===== config.mk =====
export PLATFORM = sky130hd
export DESIGN_NAME = zero_scan_unit
export DESIGN_NICKNAME = d
export VERILOG_FILES = /design/src/rtl/zero_scan_pkg.sv /design/src/rtl/zero_scan_unit_chunk_prio_enc.sv /design/src/rtl/zero_scan_unit.sv
export SDC_FILE = /design/constraint.sdc
export NUM_CORES = 1
export LEC_CHECK = 0
export ABC_AREA = 1
export BUFFER_PORTS_ARGS = -buffer_cell sky130_fd_sc_hd__buf_4
export CAP_MARGIN = 10
export CORE_ASPECT_RATIO = 1.2
export CORE_MARGIN = 5
export CORE_UTILIZATION = 31
export CTS_BUF_LIST = sky130_fd_sc_hd__clkbuf_4 sky130_fd_sc_hd__clkbuf_8 sky130_fd_sc_hd__clkbuf_16
export CTS_CLUSTER_DIAMETER = 50
export DETAILED_ROUTE_END_ITERATION = 10
export PLACE_DENSITY = 0.54
export SKIP_LAST_GASP = 1
export SYNTH_ARGS = -nofsm -noshare
export SYNTH_HDL_FRONTEND = slang
export SYNTH_SLANG_ARGS = --single-unit

===== constraint.sdc =====
create_clock -name clock -period 2.7 [get_ports clock]
set_clock_uncertainty 0.1 [all_clocks]
set_input_delay 0.54 -clock clock [delete_from_list [all_inputs] [get_ports clock]]
set_output_delay 0.54 -clock clock [all_outputs]
set_load 0.02 [all_outputs]

===== src/rtl/zero_scan_pkg.sv =====
// Shared definitions for the zero-scan unit: FSM encoding and a constant clog2.
package zero_scan_pkg;

  typedef enum logic [1:0] {
    IDLE = 2'd0,
    SCAN = 2'd1,
    DONE = 2'd2
  } state_e;

  function automatic int clog2(input int value);
    int r;
    int v;
    r = 0;
    v = value - 1;
    while (v > 0) begin
      r = r + 1;
      v = v >> 1;
    end
    return r;
  endfunction

endpackage


===== src/rtl/zero_scan_unit_chunk_prio_enc.sv =====
// Combinational chunk encoder: balanced OR-tree "any" plus local first-set-bit index.
// Zero latency, no handshake; scan direction chosen by msb_first_i.
module chunk_prio_enc
  import zero_scan_pkg::*;
#(
  parameter int CHUNK = 8,
  localparam int LIDX_W = (clog2(CHUNK) > 0) ? clog2(CHUNK) : 1
) (
  input  logic [CHUNK-1:0]  bits_i,
  input  logic              msb_first_i,
  output logic              any_o,
  output logic [LIDX_W-1:0] idx_o
);

  logic [CHUNK-1:0] tree;

  // Pairwise in-place halving: each pass is one level of two-input ORs.
  always_comb begin
    tree = bits_i;
    for (int w = CHUNK; w > 1; w = w / 2) begin
      for (int j = 0; j < w / 2; j++) begin
        tree[j] = tree[2*j] | tree[2*j+1];
      end
    end
    any_o = tree[0];
  end

  always_comb begin
    idx_o = '0;
    if (msb_first_i) begin
      for (int i = 0; i < CHUNK; i++) begin
        if (bits_i[i]) idx_o = LIDX_W'(i);
      end
    end else begin
      for (int i = CHUNK - 1; i >= 0; i--) begin
        if (bits_i[i]) idx_o = LIDX_W'(i);
      end
    end
  end

endmodule


===== src/rtl/zero_scan_unit.sv =====
// Multi-cycle zero detector / first-set-bit finder, CHUNK bits per cycle, early exit.
// Latency: 1 accept cycle + (k+1) scan cycles; result held in DONE until out_ready, no accept meanwhile.
module zero_scan_unit
  import zero_scan_pkg::*;
#(
  parameter int WIDTH = 32,
  parameter int CHUNK = 8,
  localparam int IDX_W = (clog2(WIDTH) > 0) ? clog2(WIDTH) : 1
) (
  input  logic             clock,
  input  logic             reset,
  input  logic             in_valid,
  output logic             in_ready,
  input  logic [WIDTH-1:0] in_data,
  input  logic             in_msb_first,
  output logic             out_valid,
  input  logic             out_ready,
  output logic             out_nonzero,
  output logic             out_zero,
  output logic [IDX_W-1:0] out_index
);

  localparam int NUM_CHUNKS = WIDTH / CHUNK;
  localparam int CNT_W      = (clog2(NUM_CHUNKS) > 0) ? clog2(NUM_CHUNKS) : 1;
  localparam int LIDX_W     = (clog2(CHUNK) > 0) ? clog2(CHUNK) : 1;
  localparam int LSH        = clog2(CHUNK);
  localparam logic [CNT_W-1:0] LAST_CNT = CNT_W'(NUM_CHUNKS - 1);

  state_e            state_q, state_d;
  logic [WIDTH-1:0]  op_q, op_d;
  logic              msb_q, msb_d;
  logic [CNT_W-1:0]  cnt_q, cnt_d;
  logic              nonzero_q, nonzero_d;
  logic [IDX_W-1:0]  index_q, index_d;

  logic [CNT_W-1:0]  sel_chunk;
  logic [IDX_W-1:0]  base_idx;
  logic [CHUNK-1:0]  chunk_bits;
  logic              chunk_any;
  logic [LIDX_W-1:0] local_idx;
  logic [IDX_W-1:0]  abs_idx;

  // MSB mode walks the chunks from the top, so the physical chunk is mirrored.
  assign sel_chunk  = msb_q ? (LAST_CNT - cnt_q) : cnt_q;
  assign base_idx   = IDX_W'(sel_chunk) << LSH;
  assign chunk_bits = op_q[base_idx +: CHUNK];
  assign abs_idx    = base_idx + IDX_W'(local_idx);

  chunk_prio_enc #(
    .CHUNK(CHUNK)
  ) u_enc (
    .bits_i      (chunk_bits),
    .msb_first_i (msb_q),
    .any_o       (chunk_any),
    .idx_o       (local_idx)
  );

  always_comb begin
    state_d   = state_q;
    op_d      = op_q;
    msb_d     = msb_q;
    cnt_d     = cnt_q;
    nonzero_d = nonzero_q;
    index_d   = index_q;
    case (state_q)
      IDLE: begin
        if (in_valid) begin
          op_d      = in_data;
          msb_d     = in_msb_first;
          cnt_d     = '0;
          nonzero_d = 1'b0;
          index_d   = '0;
          state_d   = SCAN;
        end
      end
      SCAN: begin
        if (chunk_any) begin
          nonzero_d = 1'b1;
          index_d   = abs_idx;
          state_d   = DONE;
        end else if (cnt_q == LAST_CNT) begin
          nonzero_d = 1'b0;
          index_d   = '0;
          state_d   = DONE;
        end else begin
          cnt_d = cnt_q + CNT_W'(1);
        end
      end
      DONE: begin
        if (out_ready) state_d = IDLE;
      end
      default: state_d = IDLE;
    endcase
  end

  always_ff @(posedge clock) begin
    if (reset) begin
      state_q   <= IDLE;
      op_q      <= '0;
      msb_q     <= 1'b0;
      cnt_q     <= '0;
      nonzero_q <= 1'b0;
      index_q   <= '0;
    end else begin
      state_q   <= state_d;
      op_q      <= op_d;
      msb_q     <= msb_d;
      cnt_q     <= cnt_d;
      nonzero_q <= nonzero_d;
      index_q   <= index_d;
    end
  end

  assign in_ready    = (state_q == IDLE);
  assign out_valid   = (state_q == DONE);
  assign out_nonzero = nonzero_q;
  assign out_zero    = ~nonzero_q;
  assign out_index   = index_q;

endmodule

# Word level (Yosys, flattened, before mapping)
# Index checks and enable logic that the tools add are counted.
[word_totals] ff_bits=43 word_cells=66
[classes] n_mux=34 shift=1 reduce_logical=6 bitwise=8 n_eq_ne=8 n_addsub=3
[op_table] operator="$mux W3" count=13
[op_table] operator="$shiftx A32 B6 Y8" count=1
[op_table] operator="$mux W2" count=10
[op_table] operator="$mux W5" count=3
[op_table] operator="$pmux W5 S2" count=1
[op_table] operator="$or A1 B1 Y1" count=7
[op_table] operator="$ne A2 B2 Y1 const B" count=3
[op_table] operator="$pmux W2 S3" count=1
[op_table] operator="$reduce_and A3 Y1" count=2
[op_table] operator="$add A5 B3 Y5" count=1
[op_table] operator="$eq A2 B2 Y1 const B" count=2
[op_table] operator="$mux W1" count=4
[op_table] operator="$pmux W2 S2" count=1
[op_table] operator="$reduce_and A4 Y1" count=1
[op_table] operator="$ne A3 B3 Y1 const B" count=1
[op_table] operator="$add A2 B1 Y2 const B" count=1
[op_table] operator="$eq A2 B1 Y1 const B" count=1
[op_table] operator="$logic_not A2 Y1" count=1
[op_table] operator="$ne A2 B1 Y1 const B" count=1
[op_table] operator="$pmux W1 S2" count=1
[op_table] operator="$reduce_and A2 Y1" count=1
[op_table] operator="$reduce_bool A2 Y1" count=1
[op_table] operator="$sub A2 B2 Y2 const A" count=1
[op_table] operator="$not A1 Y1" count=1

# Depth between registers and ports, before layout
# Gate-level depths: netlist of run 1.
[logic_depth] ltp_word=15 depth_mapped=18

# Modules after synthesis
# From an unflattened synthesis of run 1, not the netlist that was laid out.
[hier_totals] cells_unflattened=309 area_unflattened_um2=2080.7
[by_module_without_submodules] module="zero_scan_unit" instances=1 seq_area_each_um2=860.8 area_each_um2=1921.8 cells_per_inst=270
[by_module_without_submodules] module="chunk_prio_enc" instances=1 seq_area_each_um2=0.0 area_each_um2=158.9 cells_per_inst=39

# Least setup slack after synthesis of run 1
# Ideal clock, no wire load.
[synth_timing] path_kind="register to register" start="reg cnt_q[0]" end="reg cnt_q[1]" setup_time_ns=0.132 period_less_slack_ns=1.786 path_slack_ns=0.914 stages_incl_launch_ff=15 path_buffers=1 t_arrival_ns=1.554 required_ns=2.468 path_cell_list="dfxtp_1 > inv_2 > nand2_4 > nand2_2 > buf_6 > nand2_1 > nand3_1 > nand2_2 > nand2_2 > nor2_4 > nand2_4 > nand2_8 > nand3_2 > nand2_1 > a21oi_1"
[synth_via] elab_chain_len=8 word_cells_on_any_way=18
[synth_lines] item="from (decl)" line="zero_scan_unit.sv:32" rtl="logic [CNT_W-1:0] cnt_q, cnt_d;"
[synth_lines] item="from (signal assigned)" line="zero_scan_unit.sv:108" rtl="cnt_q <= cnt_d;"
[synth_lines] item="$sub A2 B2 Y2" line="zero_scan_unit.sv:44" rtl="assign sel_chunk = msb_q ? (LAST_CNT - cnt_q) : cnt_q;"
[synth_lines] item="$mux W2" line="zero_scan_unit.sv:44"
[synth_lines] item="$shiftx A32 B6 Y8" line="zero_scan_unit.sv:46" rtl="assign chunk_bits = op_q[base_idx +: CHUNK];"
[synth_lines] item="$or A1 B1 Y1 (3 in a row)" line="zero_scan_unit_chunk_prio_enc.sv:22" rtl="tree[j] = tree[2*j] | tree[2*j+1];"
[synth_lines] item="$ne A2 B2 Y1 (no line)"
[synth_lines] item="$reduce_and A4 Y1 (no line)"
# Several ways; a longest one is shown, not always the timed one. The select of a mux whose other input is x is not followed.
# A chain may end at the register's enable or synchronous reset.

# Worst setup path in the final report of run 1
[layout_timing] start="reg msb_q" end="reg nonzero_q (netlist: out_nonzero)"
[layout_via] elab_chain_len=7 word_cells_on_any_way=13
[layout_lines] item="from (decl)" line="zero_scan_unit.sv:31" rtl="logic msb_q, msb_d;"
[layout_lines] item="from (signal assigned)" line="zero_scan_unit.sv:107" rtl="msb_q <= msb_d;"
[layout_lines] item="$mux W2 *" line="zero_scan_unit.sv:44"
[layout_lines] item="$shiftx A32 B6 Y8 *" line="zero_scan_unit.sv:46"
[layout_lines] item="$or A1 B1 Y1 (2 in a row)" line="zero_scan_unit_chunk_prio_enc.sv:22"
[layout_lines] item="$or A1 B1 Y1 *" line="zero_scan_unit_chunk_prio_enc.sv:22"
[layout_lines] item="$ne A3 B3 Y1 (no line) or $mux W1 (tied branches)"
[layout_lines] item="$reduce_and A3 Y1 (no line) or $pmux W1 S2 (tied branches)"
[layout_lines] item="to (signal assigned)" line="zero_scan_unit.sv:109" rtl="nonzero_q <= nonzero_d;"
[layout_lines] item="to (decl)" line="zero_scan_unit.sv:33" rtl="logic nonzero_q, nonzero_d;"
# Mark *: on every way between the ends. The rest lies on a longest branch, timed or not.

==> results of run 1 <==
[cell usage in the layout (no fill, tap or decap), drive strengths merged]
cell type | netlist | final
nand4 | 7 | 7
clkbuf | 10 | 6
nand3 | 24 | 24
nor2 | 53 | 53
nand2 | 66 | 66
nand3b | 1 | 1
o211ai | 2 | 2
clkinv | 0 | 1
o21ai | 36 | 36
xnor2 | 1 | 1
dfxtp | 43 | 43
a21oi | 21 | 21
inv | 21 | 21
buf | 4 | 48
a31oi | 1 | 1
xor2 | 1 | 1
ha | 1 | 1
[registers in the layout, summed over array words and instances (netlist names)]
register,cells
cnt_q,2
msb_q,1
op_q,32
out_index,5
out_nonzero,1
state_q,2
[stage by stage]
stage	hold slack [ps]	utilization	cell area, um^2	worst slack (ps)
detailed placement	359.8	0.3814	2474	526.0
floorplan	329.7	-	2082	914.2
global placement	348.5	0.3814	2474	514.9
global route	380.3	0.3949	2561	293.4
finish	364.9	0.3949	2561	527.5
CTS	372.2	0.3949	2561	506.2
[cells by family after synthesis]
family                     share of synthesized area
and+or+nand+nor                               0.3407
DFF                                           0.4135
xor gates and xnor gates                     0.01563
AOI/OAI and AO/OA                             0.1490
adders and majority gates                   0.006009
buffers and inverters                        0.07512
[final timing paths]
kind	startpoint	endpoint	slack [ps]	cells after the start
worst max-delay path	msb_q$_SDFFE_PP0P_	out_nonzero$_SDFFE_PP0P_	530	14
worst min-delay path	op_q[9]$_SDFFE_PP0P_	op_q[9]$_SDFFE_PP0P_	360	2
worst max register to register	msb_q$_SDFFE_PP0P_	out_nonzero$_SDFFE_PP0P_	530	14
worst min register to register	op_q[9]$_SDFFE_PP0P_	op_q[9]$_SDFFE_PP0P_	360	2
[critical path, cell delays in order (launching register included)]
cell	delay, ps
dfxtp_1	580
nand2_2	170
nand2_2	250
nand2_1	80
nand3_1	80
nand2_1	90
inv_2	60
nand2_1	90
nor2_4	150
nand2_4	90
nand2_8	100
nand3_2	60
o21ai_1	130
nand2_1	60
inv_1	40
[area by class of cell]
| class | instances | area [um^2] |
|---|---|---|
| flip-flops and latches | 43 | 860.8 |
| repair buffers | 48 | 360.3 |
| clock inverters | 1 | 5.005 |
| clock buffers | 6 | 82.58 |
| multi-input cells | 214 | 1065 |
| fillers | 711 | 3925 |
| well taps | 85 | 106.4 |
| inverters | 21 | 81.33 |
[routing by layer]
layer / up-vias / wire length (um)
li1: 1036 / -
met5: - / 0
met3: 6 / 170
met4: 0 / 89
met1: 857 / 2185
met2: 28 / 2389
[where the power goes]
group / switching [uW] / internal, uW
clock network: 209 / 201
registers: 42.4 / 717
logic: 356 / 215
[cell usage after synthesis, types with 3 or more instances]
cell type and n:
nand2_1 54, nor2_1 50, dfxtp_1 43, o21ai_0 35, nand3_1 21, a21oi_1 20
inv_1 18, clkbuf_1 10, nand2_2 8, nand4_1 7, buf_6 3, nand2_4 3
nand3_2 3
==> metrics.md, run 1 <==
| Metric | Value |
|---|---|
| Share of layout cells above drive strength 1 | `0.2372` |
| Post-Syn Instances | `292` |
| Most Used Layer, Global Route | `met2` |
| Met2 global-route usage | `0.2086` |
| Via/cell ratio | `4.610` |
| Arrival time of the worst setup path | `2320 ps` |
| #FFs+latches synth | `43` |
| Dominant cell type by area after synthesis | `dfxtp_1` |
| Normalized max-slew margin | `0.5767` |
| WL final | `4834 um` |
| Ys Warns | `0` |
| Post-synth top area share | `0.4135` |
| Final Hold Vio Count | `0` |
| Initial antenna violation count | `0` |
| Tmin final | `2172 ps` |
| Top-level port count | `46` |
| Global-route wire length before repair | `8583 um` |
| DRT iter0 DRCs | `71` |
| Die Span X | `84.81 um` |
| Endpoints failing setup | `0` |
| Sequential fraction of the synthesis area | `0.4135` |
| Measured slew at the worst slew-check pin | `634.2 ps` |
| Site row count | `32` |
| Number of synthesized flops with an enable pin | `0` |
| CP Launch Type | `flop` |
| Top FF cell, synth | `dfxtp_1` |
| Final Non-Filler Cells | `418` |
| Root buf cell | `clkbuf_8` |
| Resize count post-CTS | `0` |
| Die height | `99.78 um` |
| Critical path fanouts, max | `13` |
| Die area | `8462 um^2` |
| Remaining DRCs | `0` |
| Static leakage | `0.001139 uW` |
| Vias in the first global route | `1923` |
| Post-Syn Area | `2082 um^2` |
| Via count | `1927` |
| Drt wl/cell | `11.56 um` |
| Port Buffers | `45` |
| Htree depth | `2` |
| Post-CTS setup buffer count | `0` |
| Largest cells by area after synthesis | `dfxtp_1 41%, nand2_1 9.7%, nor2_1 9.0%, o21ai_0 8.4%, nand3_1 5.0%` |
| Post-synth ARST share | `0` |
| DP HPWL | `3722 um` |
| RSZ-0062 raised after global routing | `false` |
| GRT Total Usage | `0.1235` |
| Worst vdd ir | `208.4 uV` |
| Met3 usage | `0.02135` |
| Final period utilization | `0.8046` |
| Slew Limit Fails | `0` |
| Max Freq | `460.3 MHz` |
| Ant diodes | `0` |
| CTS clk-pin slew, worst paths | `80 ps` |
| Cell Pwr Density | `679.6 nW/um^2` |
| Layout net count | `371` |
| CTS Buf Count | `5` |
| Area growth from synthesis to layout | `23.02%` |
| Router iterations before antenna repair | `4` |
| CTS tree | `built` |
| Worst-skew pair later-pin latency | `290 ps` |
| Routed Antenna Nets | `0` |
| Placer Congestion | `0.8651` |
| Syn Nets | `330` |
| CTS sink cnt | `43` |
| Core Box Area | `6486 um^2` |
| Syn Area/Cell | `7.130 um^2` |
| Maximum clock path buffer count | `2` |
| Pwr Total | `1741 uW` |
| Max Cap Viol | `0` |
| Status | `completed` |
| Largest net degree at the start of global routing | `33` |
| Crit. End Element | `flop` |
| Critical path class | `flop to flop` |
| WP data required | `2850 ps` |
| Post-Place Cells | `411` |
| Hold-fix buffers, CTS | `0` |
| Initial core utilization | `0.3210` |
| Netlist cell types | `27` |
| Hold Path Class | `flop to flop` |
| Met1 usage | `0.1523` |
| Total gr overflow | `0` |
| Setup TNS | `0 ps` |
Note: power is estimated with default switching activity, not from simulation.
==> inputs of run 2 (changes only) <==
==> constraint.sdc (replaced) <==
create_clock -name clock -period 2.04 [get_ports clock]
set_clock_uncertainty 0.1 [all_clocks]
set_input_delay 0.408 -clock clock [delete_from_list [all_inputs] [get_ports clock]]
set_output_delay 0.408 -clock clock [all_outputs]
set_load 0.02 [all_outputs]
==> metrics.md, run 2 (synthesis results as in run 1) <==
| Metric | Value |
|---|---|
| Min-delay src | `reset (was op_q[9]$_SDFFE_PP0P_)` |
| CTS clk-pin slew, worst paths | `80 ps (about the same)` |
| Hold-fix buffers, CTS | `0 (unchanged)` |
| Setup TNS | `0 ps (unchanged)` |
| Static leakage | `0.001194 uW (was 0.001139 uW)` |
| Status | `completed (unchanged)` |
| Cell Pwr Density | `876.5 nW/um^2 (was 679.6 nW/um^2)` |
| Vias in the first global route | `1780 (was 1923)` |
| DP HPWL | `3780 um (was 3722 um)` |
| Share of layout cells above drive strength 1 | `0.2698 (was 0.2372)` |
| GRT Total Usage | `0.1201 (was 0.1235)` |
| Arrival time of the worst setup path | `2030 ps (was 2320 ps)` |
| CP Launch Type | `flop (unchanged)` |
| Reg power frac | `0.427 (was 0.436)` |
| Tmin final | `1917 ps (was 2172 ps)` |
| Initial antenna violation count | `0 (unchanged)` |
| Min Hold Slack | `253.3 ps (was 364.9 ps)` |
| Max Freq | `521.8 MHz (was 460.3 MHz)` |
| Drt wl/cell | `11.89 um (was 11.56 um)` |
| Via count | `1963 (was 1927)` |
| Die area | `8462 um^2 (unchanged)` |
| Max Cap Viol | `0 (unchanged)` |
| Die Span X | `84.81 um (unchanged)` |
| CTS Buf Count | `5 (unchanged)` |
| Logic pwr share | `0.352 (was 0.328)` |
| Net Sw Frac | `0.3574 (was 0.3492)` |
| Hold Path Class | `input pin to flop (was flop to flop)` |
| Port Buffers | `45 (unchanged)` |
| Largest register FFs | `32 (unchanged)` |
| Slew Limit Fails | `0 (unchanged)` |
| Root buf cell | `clkbuf_8 (unchanged)` |
| DRT iter0 DRCs | `77 (was 71)` |
| Measured slew at the worst slew-check pin | `646.5 ps (was 634.2 ps)` |
| CTS sink cnt | `43 (unchanged)` |
| CTS tree | `built (unchanged)` |
| Reg2reg path depth | `11 (was 14)` |
| Core Box Area | `6486 um^2 (unchanged)` |
| WP data required | `2160 ps (was 2850 ps)` |
| Global-route wire length before repair | `8142 um (was 8583 um)` |
| Part of the power in the clock network | `0.221 (was 0.236)` |
| Worst vdd ir | `360.5 uV (was 208.4 uV)` |
| Worst-skew pair later-pin latency | `290 ps (about the same)` |
| Hold-critical path endpoint | `out_index[1]$_SDFFE_PP0P_ (was op_q[9]$_SDFFE_PP0P_)` |
| Int Power | `1506 uW (was 1133 uW)` |
| Site row count | `32 (unchanged)` |
| Worst hold path depth | `2 (unchanged)` |
| Critical path fanouts, max | `9 (was 13)` |
| Most common cell after layout, fill and taps aside | `nand2_1 (unchanged)` |
| Via/cell ratio | `4.608 (was 4.610)` |
| Top-level port count | `46 (unchanged)` |
| Final Hold Vio Count | `0 (unchanged)` |
| Ant diodes | `0 (unchanged)` |
| Most frequent cells in the layout | `53 x nand2_1, 51 x buf_4, 50 x nor2_1 (was 54 x nand2_1, 50 x nor2_1, 48 x buf_4)` |
| Placer Congestion | `0.8157 (was 0.8651)` |
| Psw | `837.5 uW (was 607.8 uW)` |
| Reg2reg setup slack | `120 ps (was 530 ps)` |
| Maximum clock path buffer count | `2 (unchanged)` |
| Initial core utilization | `0.3210 (unchanged)` |
| RSZ-0062 raised after global routing | `true (was false)` |
| Routed Antenna Nets | `0 (unchanged)` |
| Final period utilization | `0.9395 (was 0.8046)` |
| Layout net count | `378 (was 371)` |
| Area growth from synthesis to layout | `28.43% (was 23.02%)` |
| Htree depth | `2 (unchanged)` |
| Die height | `99.78 um (unchanged)` |
| WL final | `5066 um (was 4834 um)` |
| Worst R2R Start | `msb_q$_SDFFE_PP0P_ (unchanged)` |
| Largest net degree at the start of global routing | `33 (unchanged)` |
| Worst r2r dst | `cnt_q[0]$_SDFFE_PP0P_ (was out_nonzero$_SDFFE_PP0P_)` |
| Router iterations before antenna repair | `4 (unchanged)` |
| Endpoints failing setup | `0 (unchanged)` |
| Crit. End Element | `flop (unchanged)` |
| Largest reg by FF count | `op_q (unchanged)` |
| Critical path class | `flop to flop (unchanged)` |
| Normalized max-slew margin | `0.5685 (was 0.5767)` |
| Total gr overflow | `0 (unchanged)` |
| Remaining DRCs | `0 (unchanged)` |
[run 2: cell count changes in the layout (fill, tap and decap cells not counted), moves of 2 or more]
cell / delta
buf_4: +3
dfxtp_2: +2
buf_6: +2
clkinv_2: +2
nand2_8: +2
dfxtp_1: -3
[run 2: worst max-delay path by stage]
| stage | startpoint | to | slack [ps] | cells past startpoint |
|---|---|---|---|---|
| after global placement | msb_q$_SDFFE_PP0P_ | cnt_q[1]$_SDFFE_PP0P_ | 110 | 14 |
| after CTS | msb_q$_SDFFE_PP0P_ | cnt_q[1]$_SDFFE_PP0P_ | 50 | 14 |
| after global routing | msb_q$_SDFFE_PP0P_ | cnt_q[1]$_SDFFE_PP0P_ | -30 | 11 |
| after detailed placement | msb_q$_SDFFE_PP0P_ | cnt_q[1]$_SDFFE_PP0P_ | 90 | 14 |
| final | msb_q$_SDFFE_PP0P_ | cnt_q[0]$_SDFFE_PP0P_ | 120 | 11 |
| after floorplan | cnt_q[0]$_SDFFE_PP0P_ | cnt_q[1]$_SDFFE_PP0P_ | 250 | 14 |
[run 2: timing repair]
item	4_1_cts	5_1_grt
buffers inserted	0	1
endpoints found under the setup margin	0	9
gates resized for setup	0	12
[run 2: cell type report]
class | count | area [um^2]
Clock buffer | 5 | 68.82
Clock inverter | 3 | 15.01
Fill cell | 685 | 3812
Inverter | 21 | 81.33
Multi-Input combinational cell | 215 | 1110
Sequential cell | 43 | 867.1
Tap cell | 85 | 106.4
Timing Repair Buffer | 54 | 425.4
[run 2: power by group through the flow]
stage | clock, uW | combinational, uW | sequential (uW)
floorplan | 0 | 575 | 1020
global placement | 0 | 797 | 1020
detailed placement | 0 | 798 | 1020
CTS | 535 | 801 | 1000
global route | 581 | 931 | 1020
finish | 519 | 824 | 1000
[run 2: metrics by stage]
step	area [um^2]	std cells	total power (uW)	setup slack, ps	utilization
final	2674	426	2343	123.4	0.4122
after CTS	2608	424	2339	53.84	0.4020
after global routing	2674	426	2528	-28.39	0.4122
after floorplan	2082	292	1596	254.2	-
after global placement	2524	416	1819	106.5	0.3891
after detailed placement	2524	416	1821	86.01	0.3891
[run 2: worst max-delay path, stage by stage (launching register included)]
cell	delay, ps
dfxtp_2	340
buf_12	140
xor2_2	150
buf_6	160
o211ai_1	90
nand2_1	120
nand2_2	100
nor2_4	140
nand2_4	90
nor2_1	140
nand4_1	120
a21oi_1	150
[run 2: per-layer routing]
layer  GRT usage  vias to the layer above  share of wire
met2      0.2068                       42           0.50
met4     0.04019                        0          0.018
met3     0.02874                        9          0.041
met1      0.1470                      863           0.44
met5           0                        -              0
li1            -                     1049              -
==> inputs of run 3 (changes only) <==
--- a/config.mk
+++ b/config.mk
@@ -5,7 +5,6 @@
 export SDC_FILE = /design/constraint.sdc
 export NUM_CORES = 1
 export LEC_CHECK = 0
-export ABC_AREA = 1
 export BUFFER_PORTS_ARGS = -buffer_cell sky130_fd_sc_hd__buf_4
 export CAP_MARGIN = 10
 export CORE_ASPECT_RATIO = 1.2
@@ -14,7 +13,7 @@
 export CTS_BUF_LIST = sky130_fd_sc_hd__clkbuf_4 sky130_fd_sc_hd__clkbuf_8 sky130_fd_sc_hd__clkbuf_16
 export CTS_CLUSTER_DIAMETER = 50
 export DETAILED_ROUTE_END_ITERATION = 10
-export PLACE_DENSITY = 0.54
+export PLACE_DENSITY = 0.53
 export SKIP_LAST_GASP = 1
 export SYNTH_ARGS = -nofsm -noshare
 export SYNTH_HDL_FRONTEND = slang
==> constraint.sdc (replaced) <==
create_clock -name clock -period 1.86 [get_ports clock]
set_clock_uncertainty 0.1 [all_clocks]
set_input_delay 0.372 -clock clock [delete_from_list [all_inputs] [get_ports clock]]
set_output_delay 0.372 -clock clock [all_outputs]
set_load 0.02 [all_outputs]
==> metrics.md, run 3 <==
| Metric | Value |
|---|---|
| CTS Buf Count | `5 (unchanged)` |
| Number of synthesized flops with an enable pin | `0 (unchanged)` |
| DP HPWL | `4534 um (was 3780 um)` |
| Hold Path Class | `input pin to flop (unchanged)` |
| Post-synth top area share | `0.3697 (was 0.4135)` |
| Worst-skew pair later-pin latency | `300 ps (was 290 ps)` |
| Max Cap Viol | `0 (unchanged)` |
| Largest reg by FF count | `op_q (unchanged)` |
| Netlist cell types | `53 (was 27)` |
| Psw | `835.8 uW (was 837.5 uW)` |
| Most frequent cell after synthesis | `nand2_1 (unchanged)` |
| Sequential fraction of the synthesis area | `0.3697 (was 0.4135)` |
| WL final | `6106 um (was 5066 um)` |
| Drt wl/cell | `13.88 um (was 11.89 um)` |
| Cell Pwr Density | `827.1 nW/um^2 (was 876.5 nW/um^2)` |
| RSZ-0062 raised after global routing | `true (unchanged)` |
| Net Sw Frac | `0.3090 (was 0.3574)` |
| Syn Area/Cell | `8.437 um^2 (was 7.130 um^2)` |
| Die height | `104.9 um (was 99.78 um)` |
| CTS sink cnt | `43 (unchanged)` |
| Total gr overflow | `0 (unchanged)` |
| Routed Antenna Nets | `0 (unchanged)` |
| Layout net count | `387 (was 378)` |
| Most frequent cells in the layout | `76 x buf_4, 70 x nand2_1, 40 x dfxtp_1 (was 53 x nand2_1, 51 x buf_4, 50 x nor2_1)` |
| Post-synth ARST share | `0 (unchanged)` |
| #FFs+latches synth | `43 (unchanged)` |
| Area growth from synthesis to layout | `40.46% (was 28.43%)` |
| Critical Path Stages | `6 (was 11)` |
| Maximum clock path buffer count | `2 (unchanged)` |
| CP Cell Sequence | `or3b_4 -> and2_4 -> o221ai_4 -> nand3b_4 -> o311a_1 -> a211o_1 (was buf_12 -> xor2_2 -> buf_6 -> o211ai_1 -> nand2_1 -> nand2_2 -> nor2_4 -> nand2_4 -> nor2_1 -> nand4_1 -> a21oi_1)` |
| Failing checks | `setup timing` |
| Share of layout cells above drive strength 1 | `0.3514 (was 0.2698)` |
| Final Hold Vio Count | `0 (unchanged)` |
| Vias in the first global route | `2077 (was 1780)` |
| Via count | `2162 (was 1963)` |
| Root buf cell | `clkbuf_8 (unchanged)` |
| Tmin final | `2102 ps (was 1917 ps)` |
| CTS tree | `built (unchanged)` |
| Core Box Area | `7274 um^2 (was 6486 um^2)` |
| Placer Congestion | `0.8389 (was 0.8157)` |
| Critical path fanouts, max | `8 (was 9)` |
| Normalized max-slew margin | `0.7584 (was 0.5685)` |
| GRT Total Usage | `0.1338 (was 0.1201)` |
| Site row count | `34 (was 32)` |
| Top-level port count | `46 (unchanged)` |
| CP Launch Type | `flop (unchanged)` |
| Crit. End Element | `flop (unchanged)` |
| Die Span X | `89.12 um (was 84.81 um)` |
| Static leakage | `0.001316 uW (was 0.001194 uW)` |
| Htree depth | `2 (unchanged)` |
| Endpoints failing setup | `10 (was 0)` |
| CTS clk-pin slew, worst paths | `90 ps (was 80 ps)` |
| Part of the power in the clock network | `0.288 (was 0.221)` |
| Syn Nets | `314 (was 330)` |
| Post-Syn Area | `2328 um^2 (was 2082 um^2)` |
| Crit-path leading delay family | `compound AO/OA/AOI/OAI gates (was simple AND/OR/NAND/NOR gates)` |
| Fill cells | `725 (was 685)` |
| Worst vdd ir | `309.8 uV (was 360.5 uV)` |
| Initial antenna violation count | `0 (unchanged)` |
| Hold-fix buffers, CTS | `0 (unchanged)` |
| Post-Syn Instances | `276 (was 292)` |
| Max Freq | `475.8 MHz (was 521.8 MHz)` |
| Worst hold path depth | `2 (unchanged)` |
| Port Buffers | `45 (unchanged)` |
| Die area | `9352 um^2 (was 8462 um^2)` |
| WP data required | `1960 ps (was 2160 ps)` |
| Setup TNS | `-1960 ps (was 0 ps)` |
| Ant diodes | `0 (unchanged)` |
| Ys Warns | `0 (unchanged)` |
| Largest register FFs | `32 (unchanged)` |
| Status | `finished with violations (was completed)` |
| Measured slew at the worst slew-check pin | `362.4 ps (was 646.5 ps)` |
| Via/cell ratio | `4.914 (was 4.608)` |
| Int Power | `1869 uW (was 1506 uW)` |
| Worst Path Buf+Inv | `0 (was 2)` |
| Final period utilization | `1.130 (was 0.9395)` |
| Most common cell after layout, fill and taps aside | `buf_4 (was nand2_1)` |
| Worst path slowest cell | `or3b_4 (was dfxtp_2)` |
| CP peak stage delay | `400 ps (was 340 ps)` |
| Largest net degree at the start of global routing | `36 (was 33)` |
| Reg2reg path depth | `6 (was 11)` |
| Remaining DRCs | `0 (unchanged)` |
| DRT iter0 DRCs | `77 (unchanged)` |
| Top FF cell, synth | `dfxtp_1 (unchanged)` |
| Logic pwr share | `0.317 (was 0.352)` |
| Arrival time of the worst setup path | `2200 ps (was 2030 ps)` |
| Largest cells by area after synthesis | `dfxtp_1 37%, nand2_1 11%, a21oi_1 8.2%, mux2i_1 3.9%, mux4_2 3.9% (was dfxtp_1 41%, nand2_1 9.7%, nor2_1 9.0%, o21ai_0 8.4%, nand3_1 5.0%)` |
| Critical path class | `flop to flop (unchanged)` |
| Dominant cell type by area after synthesis | `dfxtp_1 (unchanged)` |
| Initial core utilization | `0.3201 (was 0.3210)` |
| Min Hold Slack | `184.3 ps (was 253.3 ps)` |
| Slew Limit Fails | `0 (unchanged)` |
| Router iterations before antenna repair | `4 (unchanged)` |
| Setup WS post-layout | `-241.9 ps (was 123.4 ps)` |
| Global-route wire length before repair | `9811 um (was 8142 um)` |
| Top post-synthesis cells by count | `70 x nand2_1, 43 x dfxtp_1, 38 x a21oi_1, 17 x nor2_1, 12 x clkbuf_1 (was 54 x nand2_1, 50 x nor2_1, 43 x dfxtp_1, 35 x o21ai_0, 21 x nand3_1)` |
| Reg power frac | `0.395 (was 0.427)` |
-- run 3: cell count changes after synthesis, moves of 9 or more --
cell,change
nand2_1,+16
nor2_1,-33
mux2i_1,+9
o21ai_0,-33
a21oi_1,+18
nand3_1,-21
-- run 3: logic make-up after synthesis --
group | count (synthesis) | synth area share
simple gates | 117 | 0.2348
compound gates | 70 | 0.2123
flops | 43 | 0.3697
buf+inv | 27 | 0.05266
mux | 16 | 0.1112
xor+xnor | 2 | 0.01397
fa+ha+maj | 1 | 0.005373
-- run 3: worst paths after layout --
kind,from,to,slack [ps]
worst max-delay path,cnt_q[1]$_SDFFE_PP0P_,cnt_q[0]$_SDFFE_PP0P_,-240
worst min-delay path,reset,op_q[2]$_SDFFE_PP0P_,180
worst min register to register,out_index[4]$_SDFFE_PP0P_,out_index[4]$_SDFFE_PP0P_,360
worst max register to register,cnt_q[1]$_SDFFE_PP0P_,cnt_q[0]$_SDFFE_PP0P_,-240
-- run 3: what timing repair did --
item                                   CTS  global route
pin swaps                               10             7
gates cloned                             1             0
endpoints found under the hold margin    0             0
setup endpoints to repair               10            10
resized for setup                       12            11
buffers inserted                        12             0
-- run 3: per-layer routing --
metal,wire [um],global-route usage,part of all wire
met5,0,0,0
met4,76,0.04149,0.012
met3,213,0.02913,0.035
met2,3119,0.2239,0.51
met1,2697,0.1690,0.44
-- run 3: area by class of cell --
class	instances	area, um^2	share of cell area
clock inverter	2	38.79	0.01186
sequential	43	872.1	0.2666
clock buffer	6	82.58	0.02525
inverter	10	37.54	0.01148
multi-input combinational	207	1478	0.4518
tap	90	112.6	0.03443
timing repair buffer	82	649.4	0.1985
-- run 3: power by group through the flow --
| stage | Combinational (uW) | Sequential, uW | Clock [uW] |
|---|---|---|---|
| floorplan | 498 | 1080 | 0 |
| global placement | 737 | 1090 | 0 |
| detailed placement | 748 | 1090 | 0 |
| CTS | 849 | 1070 | 802 |
| global route | 942 | 1080 | 830 |
| finish | 859 | 1070 | 778 |
-- run 3: through the flow --
stage,cell area [um^2],setup WS (ps),util,instances,power (uW)
after global routing,3271,-316.7,0.4496,440,2852
after detailed placement,2940,-398.4,0.4042,419,1842
after CTS,3232,-256.8,0.4443,440,2720
after floorplan,2375,-200.1,-,276,1574
final,3271,-241.9,0.4496,440,2705
after global placement,2940,-337.4,0.4042,419,1830
